--- config.mk ---
export PLATFORM = sky130hd
export DESIGN_NAME = controle_giro
export DESIGN_NICKNAME = d
export VERILOG_FILES = /design/src/rtl/controle_giro.sv
export SDC_FILE = /design/constraint.sdc
export NUM_CORES = 1
export LEC_CHECK = 0
export ABC_AREA = 1
export BUFFER_PORTS_ARGS = -buffer_cell sky130_fd_sc_hd__buf_4
export CAP_MARGIN = 20
export CORE_MARGIN = 3
export CORE_UTILIZATION = 50
export CTS_CLUSTER_DIAMETER = 40
export DETAILED_ROUTE_END_ITERATION = 16
export GPL_ROUTABILITY_DRIVEN = 0
export GPL_TIMING_DRIVEN = 0
export PLACE_DENSITY = 0.74
export SLEW_MARGIN = 20
export SYNTH_ARGS = -nofsm -noshare
export SYNTH_HDL_FRONTEND = slang
export SYNTH_SLANG_ARGS = --single-unit
--- constraint.sdc ---
create_clock -name clockc3 -period 1.2 [get_ports clockc3]
set_input_delay 0.36 -clock clockc3 [delete_from_list [all_inputs] [get_ports clockc3]]
set_output_delay 0.36 -clock clockc3 [all_outputs]
set_load 0.005 [all_outputs]
--- src/rtl/controle_giro.sv ---
// Heading-command controller: pulses `girar` on the orientation tracker until
// `orientacao` matches the commanded heading. Optional GIRAR_STATS_EN adds total_giros.
module controle_giro #(
  parameter int unsigned SETTLE_CYCLES = 1,
  parameter int unsigned MAX_TURNS     = 3
) (
  input  logic       clockc3,
  input  logic       reset,
  input  logic       cmd_valid,
  input  logic [0:2] cmd_heading,
  output logic       cmd_ready,
  input  logic [0:2] orientacao,
  output logic       girar,
  output logic       busy,
  output logic       done,
  output logic       erro,
  output logic [1:0] turns_taken
`ifdef GIRAR_STATS_EN
  ,
  output logic [7:0] total_giros
`endif
);

  typedef enum logic [2:0] {
    S_IDLE,
    S_CHECK,
    S_PULSE,
    S_SETTLE,
    S_DONE,
    S_ERROR
  } state_e;

  localparam logic [3:0] SETTLE_LD = 4'(SETTLE_CYCLES);
  localparam logic [1:0] MAX_LD    = 2'(MAX_TURNS);

  state_e     state_q, state_d;
  logic [0:2] target_q;
  logic [1:0] turns_q;
  logic [3:0] settle_q;
  logic       girar_q;

  function automatic logic heading_ok(input logic [0:2] h);
    return (h == 3'b001) || (h == 3'b010) || (h == 3'b011) || (h == 3'b100);
  endfunction

  always_ff @(posedge clockc3) begin
    if (reset) state_q <= S_IDLE;
    else       state_q <= state_d;
  end

  always_comb begin
    state_d = state_q;
    unique case (state_q)
      S_IDLE: begin
        if (cmd_valid) state_d = heading_ok(cmd_heading) ? S_CHECK : S_ERROR;
      end
      S_CHECK: begin
        if (!heading_ok(orientacao))  state_d = S_ERROR;
        else if (orientacao == target_q) state_d = S_DONE;
        else if (turns_q == MAX_LD)   state_d = S_ERROR;
        else                          state_d = S_PULSE;
      end
      S_PULSE:  state_d = S_SETTLE;
      S_SETTLE: if (settle_q <= 4'd1) state_d = S_CHECK;
      S_DONE:   state_d = S_IDLE;
      S_ERROR:  state_d = S_ERROR;
      default:  state_d = S_IDLE;
    endcase
  end

  // girar is registered from the next state so it is glitch-free and exactly one PULSE cycle wide
  always_ff @(posedge clockc3) begin
    if (reset) begin
      target_q <= '0;
      turns_q  <= '0;
      settle_q <= '0;
      girar_q  <= 1'b0;
    end else begin
      girar_q <= (state_d == S_PULSE);
      case (state_q)
        S_IDLE: begin
          if (cmd_valid) begin
            target_q <= cmd_heading;
            turns_q  <= '0;
          end
        end
        S_PULSE: begin
          turns_q  <= turns_q + 2'd1;
          settle_q <= SETTLE_LD;
        end
        S_SETTLE: settle_q <= settle_q - 4'd1;
        default: ;
      endcase
    end
  end

  always_comb begin
    cmd_ready   = (state_q == S_IDLE);
    busy        = (state_q == S_CHECK) || (state_q == S_PULSE) || (state_q == S_SETTLE);
    done        = (state_q == S_DONE);
    erro        = (state_q == S_ERROR);
    girar       = girar_q;
    turns_taken = turns_q;
  end

`ifdef GIRAR_STATS_EN
  logic [7:0] total_q;

  always_ff @(posedge clockc3) begin
    if (reset)                           total_q <= '0;
    else if (girar_q && (total_q != '1)) total_q <= total_q + 8'd1;
  end

  assign total_giros = total_q;
`endif

endmodule

# Word level (Yosys, flattened, before mapping)
# Cells that the tools add are included.
# totals
regBits	13
latch_bits	0
mem_bits_rw	0
romBits	0
input_bits	9
out_inout_bits	7
elab_cells	48
memories	0
# classes
add_sub_neg	2
n_mul	0
n_div	0
order_cmp	1
n_eq_ne	17
shifts	0
n_mux	10
bitwise_logic	0
n_reduce_logical	13
# ops
op	count
$eq A3 B2 Y1 const B	7
$mux W3	6
$pmux W3 S5	1
$eq A3 B3 Y1 const B	4
$eq A3 B1 Y1 const B	3
$logic_or A1 B1 Y1	8
$pmux W4 S2	1
$le A4 B1 Y1 const B	1
$pmux W2 S2	1
$reduce_and A2 Y1	2
$reduce_bool A2 Y1	2
$sub A4 B1 Y4 const B	1
$eq A3 B3 Y1	1
$logic_not A3 Y1	1
$add A2 B1 Y2 const B	1
$eq A2 B2 Y1 const B	1
$mux W2	1
$ne A2 B2 Y1 const B	1

# Logic depth before layout (Yosys ltp)
# Gate-level depths: netlist of run 1.
# depth
ltp_word	8
depth_mapped	8
ltp_nobuf	8

# Worst setup path after synthesis of run 1
# OpenSTA, ideal clock, no wires.
# synth_path
path_type	reg2out
from	reg state_q[2]
to	out erro
t_arrival_ps	691
required_ps	840
slack_ps	149
stages_incl_launch_ff	3
n_path_buf	0
cell_sequence	dfxtp_1 > inv_1 > nor2_1
# synth_via
elab_chain_len	1
# synth_lines
element	line_no	source
start: declaration	36	state_e state_q, state_d;
start signal: assignment	48	else state_q <= state_d;
$eq A3 B3 Y1	101	erro = (state_q == S_ERROR);
end: declaration	16	output logic erro,
# No other way between the ends.

# Worst setup path after layout of run 1
# layout_path
from	reg state_q[1]
to	out erro
# The elaborated chain is that of the path after synthesis.

==> results of run 1 <==
==> synthesized netlist by cell type <==
| cell type | n | share of area |
|---|---|---|
| nand3_1 | 3 | 0.020 |
| nand4_1 | 1 | 0.0083 |
| nand2_1 | 27 | 0.13 |
| o21ai_1 | 6 | 0.040 |
| o21bai_1 | 1 | 0.0099 |
| nor2_2 | 3 | 0.025 |
| xor2_1 | 1 | 0.012 |
| dfxtp_1 | 13 | 0.34 |
| nor2_1 | 11 | 0.055 |
| o21ai_0 | 2 | 0.013 |
| nor3b_2 | 1 | 0.017 |
| nand3b_1 | 1 | 0.0099 |
| o21a_1 | 1 | 0.0099 |
| nand2_4 | 1 | 0.015 |
| ha_1 | 3 | 0.050 |
| buf_1 | 1 | 0.0050 |
| nor2_4 | 2 | 0.030 |
| inv_2 | 5 | 0.025 |
| inv_4 | 1 | 0.0083 |
| a31oi_1 | 1 | 0.0083 |
| inv_1 | 12 | 0.060 |
| a21oi_1 | 13 | 0.086 |
| nand2_2 | 2 | 0.017 |
==> power breakdown <==
part / leakage (nW) / internal, W / total [W] / switching, W
Sequential: 0.109 / 0.000481 / 0.000522 / 0.0000417
Clock: 0.0150 / 0.000129 / 0.000278 / 0.000149
Combinational: 0.363 / 0.000248 / 0.000533 / 0.000285
Total: 0.487 / 0.000858 / 0.00133 / 0.000475
==> layer usage <==
layer  wire length [um]  track usage  vias to the layer above
li1                   -            -                      416
met1                789        0.254                      363
met2                881        0.312                       35
met3                173       0.0598                        8
met4                 56       0.0702                        0
met5                  0            0                        -
==> registers in the layout, summed over array words and instances, names as in the netlist <==
| signal | count |
|---|---|
| state_q | 3 |
| girar | 1 |
| turns_taken | 2 |
| settle_q | 4 |
| target_q | 3 |
==> repair_timing <==
action	CTS	global route
endpoints found under the hold margin	0	0
endpoints found under the setup margin	4	13
cloned	0	1
buffers inserted	8	3
pin swaps	4	8
gates resized for setup	7	24
==> stage by stage <==
stage	instance area [um2]	std cells	total power (W)	utilization	hold slack (ps)
2_1_floorplan	756	112	0.000752	-	444
3_3_place_gp	880	141	0.000858	0.644	458
3_5_place_dp	880	141	0.000869	0.644	464
4_1_cts	980	153	0.00121	0.717	365
5_1_grt	1090	156	0.00142	0.797	383
6_report	1090	156	0.00133	0.797	365
==> cell type report <==
| class | count | area share |
|---|---|---|
| multi-input combinational | 81 | 0.455 |
| inverter | 18 | 0.0713 |
| tap | 15 | 0.0172 |
| buffer | 1 | 0.00345 |
| timing repair buffer | 24 | 0.179 |
| sequential | 13 | 0.249 |
| clock buffer | 4 | 0.0241 |
==> worst min-delay path: cells and delay by family <==
kind / cells / cell delay (ps)
compound gates: 2 / 170
buf+inv: 1 / 90
==> kinds of logic after synthesis <==
group | share of synthesized area
xor gates and xnor gates | 0.0116
buffers and inverters | 0.0977
DFF | 0.344
and+or+nand+nor | 0.329
AOI/OAI and AO/OA | 0.167
adders and majority gates | 0.0497
==> final timing paths <==
| kind | cells past startpoint | start | to | slack [ps] |
|---|---|---|---|---|
| max reg2reg | 8 | state_q[1] | turns_taken[1] | -10 |
| max | 4 | state_q[1] | erro | -150 |
| min reg2reg | 1 | turns_taken[0] | turns_taken[0] | 460 |
| min | 3 | cmd_heading[0] | target_q[0] | 370 |
==> results.toml, run 1 <==
[critical_path]
worst-setup-path-type = "reg -> out"
required_ps = 840
critPathMaxFanout = 4
end_kind = "primary output"
start_kind = "flip-flop"
cp_top_family = "flip-flops"
path_buf_inv = 2
worstPathCellList = "clkinv_4, nand2_4, nor2_2, buf_4"
cp_slowest_cell = "dfxtp_2"
slowest_delay_ps = 340
cp_data_arrival_time_ps = 990

[clock_tree]
cts_tree = "done"
cts.htree.levels = 1
cts_max_path_buffers = 2
cts-buffers-inserted = 3
clk_pin_slew_ps = 80
cts_hold_buf = 0
root_buffer = "clkbuf_4"
cts_sinks = 13
clk_latency_ps = 280

[power_and_ir_drop]
p_leak_nw = 0.487
p_per_area_nw_per_um2 = 1230
max-vdd-ir-drop_mv = 0.973

[timing]
rsz0062_at_grt = "true"
drv_slew = 0
tightest_slew_ps = 401
setup_viol = 7
layout_min_cycle_time_ps = 1350
fin_setup_tns_ps = -575
clock.fmax_mhz = 738
fin_skew_ps = 1.52
timing.final.ws_setup_ps = -155
relSlewSlack = 0.733
final.period_utilization = 1.13
finalHoldViolCount = 0

[placement]
dp_hpwl_um = 1220
port_buffers = 14
pre_cts_ws_ps = -21.7

[global_route]
grt.total_usage = 0.197
grt_pass1_vias = 732
grt_pass1_wl_um = 2930
grt_overflow = 0
grt_antenna_before_repair = 0
grt_start_max_net_pins = 10

[final_layout]
final_cell_mix = "nand2_1 (24), buf_4 (20), inv_1 (11), a21oi_1 (10), nor2_1 (9)"
nets = 154
antenna_cells = 0
num-fill-cells = 100
seq_area_um2 = 272
multiInputGateArea_um2 = 495
area_growth_pct = 44.0
post_route_cells_drive_above_1_share = 0.411
final_common_cell = "nand2_1"

[detailed_routing]
wirelength_um = 1900
first_pass_iters = 4
final_antenna_net_count = 0
drt-wirelength-per-cell_um = 12.2
drt_iter0_markers = 21
drc_errors = 0
via_count = 822
vias_per_cell = 5.27

[yosys]
synth_nets = 124
yosysWarnings = 0
ys_ff_latch = 13
syn_inst = 112
mappedNetlistArea_um2 = 756
yosysSeqAreaShare = 0.344
synth_area_per_cell_um2 = 6.75
synth_cell_types = 23

[die]
rows = 13
start_util = 0.553
die_height_um = 44.9
fp.dieArea_um2 = 2010
ios = 16
coreArea_um2 = 1370
die_x_um = 44.9

[run_status]
violations = "negative setup slack"
outcome = "finished with violations"

[run]
drv_cap = 0

[worst_hold_path]
hold_class = "in -> reg"
Power figures use the tool's default switching activity.
==> inputs of run 2 (changes only) <==
Settings changed: BUFFER_PORTS_ARGS -buffer_cell sky130_fd_sc_hd__buf_4 to default, CORE_ASPECT_RATIO from default to 1.2, CORE_UTILIZATION 50 to 45, DONT_BUFFER_PORTS from default to 1, PLACE_DENSITY 0.74 to default.
==> run 2 against run 1 <==
Against the previous run:
- the flow still finishes with violations (negative setup slack)
- worst setup slack better by 86 ps
- clock-buffer cell count unchanged
- combinational power down 32%
- cell count down 12%
- highest routed layer unchanged
- largest cell class unchanged
- via count down 15%
- sequential cell count unchanged
- critical path type unchanged
- sequential share of layout area up 4.5 points
- wire length down 19%
==> results.toml, run 2 (same netlist as run 1, synthesis figures left out) <==
[run_status]
outcome = "finished with violations"
violations = "negative setup slack"

[placement]
placed_area_um2 = 777
port_buffers = 0
dp_hpwl_um = 1210
place_inst = 129
pre_cts_ws_ps = 45.4

[timing]
final.period_utilization = 1.06
rsz0062_at_grt = "true"
relSlewSlack = 0.748
timing.final.ws_setup_ps = -69.2
whs_ps = 270
setup_viol = 4
drv_slew = 0
finalHoldViolCount = 0
clock.fmax_mhz = 788
fin_skew_ps = 4.44
layout_min_cycle_time_ps = 1270
tightest_slew_ps = 379

[global_route]
grt.total_usage = 0.161
grt_start_max_net_pins = 10
grt_pass1_vias = 682
grt_pass1_wl_um = 2680
grt_antenna_before_repair = 0
grt_overflow = 0

[final_layout]
area_growth_pct = 20.9
final_cell_mix = "nand2_1 (24), inv_1 (11), a21oi_1 (11), dfxtp_1 (10), nor2_1 (9)"
largest_reg_flops = 4
final_common_cell = "nand2_1"
fin_area_um2 = 913
fin_util = 0.608
top_regs = "settle_q x4, state_q x3, target_q x3"
regMostFlops = "settle_q"
antenna_cells = 0
nets = 134
post_route_cells_drive_above_1_share = 0.289
fin_cells = 138

[clock_tree]
cts_hold_buf = 0
cts_tree = "done"
clk_pin_slew_ps = 80
cts_max_path_buffers = 2
cts.htree.levels = 1
cts_sinks = 13
root_buffer = "clkbuf_4"
clk_latency_ps = 270
cts-buffers-inserted = 3

[detailed_routing]
via_count = 702
wirelength_um = 1550
final_antenna_net_count = 0
drc_errors = 0
drt-wirelength-per-cell_um = 11.2
vias_per_cell = 5.09
drt_iter0_markers = 5
first_pass_iters = 2

[critical_path]
end_kind = "primary output"
critical_path.startpoint = "state_q[0]"
worst-setup-path-type = "reg -> out"
required_ps = 840
cp_data_arrival_time_ps = 910
rr_startpoint = "state_q[1]"
critPathMaxFanout = 3
start_kind = "flip-flop"
r2r_slack_ps = 30

[run]
drv_cap = 0

[die]
die_height_um = 50.9
ios = 16
coreArea_um2 = 1500
start_util = 0.503
die_x_um = 43.4
fp.dieArea_um2 = 2210
rows = 15

[worst_hold_path]
hp-start = "cmd_heading[1]"
hold_class = "in -> reg"

[power_and_ir_drop]
p_per_area_nw_per_um2 = 1270
max-vdd-ir-drop_mv = 0.725
p_leak_nw = 0.382
## run 2: changes by cell type in the layout (fill, tap and decap cells not counted), sizes merged
| cell | previous run | this run |
|---|---|---|
| buf | 25 | 6 |
| inv | 17 | 18 |
| nand2 | 31 | 30 |
| clkinv | 1 | 0 |
## run 2: through the flow
stage	power (W)	setup TNS (ps)
final	0.00116	-167
after global routing	0.00125	-505
after CTS	0.00111	-280
after detailed placement	0.000806	0
after global placement	0.000801	0
after floorplan	0.000752	0
## run 2: path summary, 6_finish.rpt
check | to | cells past startpoint
hold reg to reg | target_q[1] | 2
setup / recovery | cmd_ready | 3
hold / removal | target_q[1] | 2
setup reg to reg | turns_taken[1] | 8
## run 2: metal layers
| layer | routed length, um | GRT usage | vias up |
|---|---|---|---|
| met3 | 81 | 0.0423 | 4 |
| li1 | - | - | 372 |
| met1 | 620 | 0.176 | 313 |
| met5 | 0 | 0 | - |
| met2 | 816 | 0.276 | 13 |
| met4 | 29 | 0.0854 | 0 |
## run 2: what timing repair did
action	in CTS	in global routing
hold endpoints to repair	0	0
setup buffers	3	2
resized for setup	5	19
pin swaps	2	3
endpoints found under the setup margin	4	12
gates cloned	0	0
## run 2: layout make-up
| cell class | instances | area [um2] |
|---|---|---|
| multi-input combinational | 80 | 477 |
| tap | 17 | 21.3 |
| sequential | 13 | 269 |
| fill | 153 | 588 |
| timing repair buffer | 5 | 41.3 |
| inverter | 18 | 75.1 |
| buffer | 1 | 3.75 |
| clock buffer | 4 | 26.3 |
## run 2: where the power goes
part | leakage [nW] | internal (W) | switching, W
logic | 0.259 | 0.000146 | 0.000219
clock network | 0.0150 | 0.000129 | 0.000143
registers | 0.108 | 0.000480 | 0.0000435
total | 0.382 | 0.000754 | 0.000405
## run 2: worst max-delay path, cell delays in order, from the launching register on
cell and delay [ps]:
dfxtp_4 370, inv_4 70, nand2_4 50, nor2_4 150
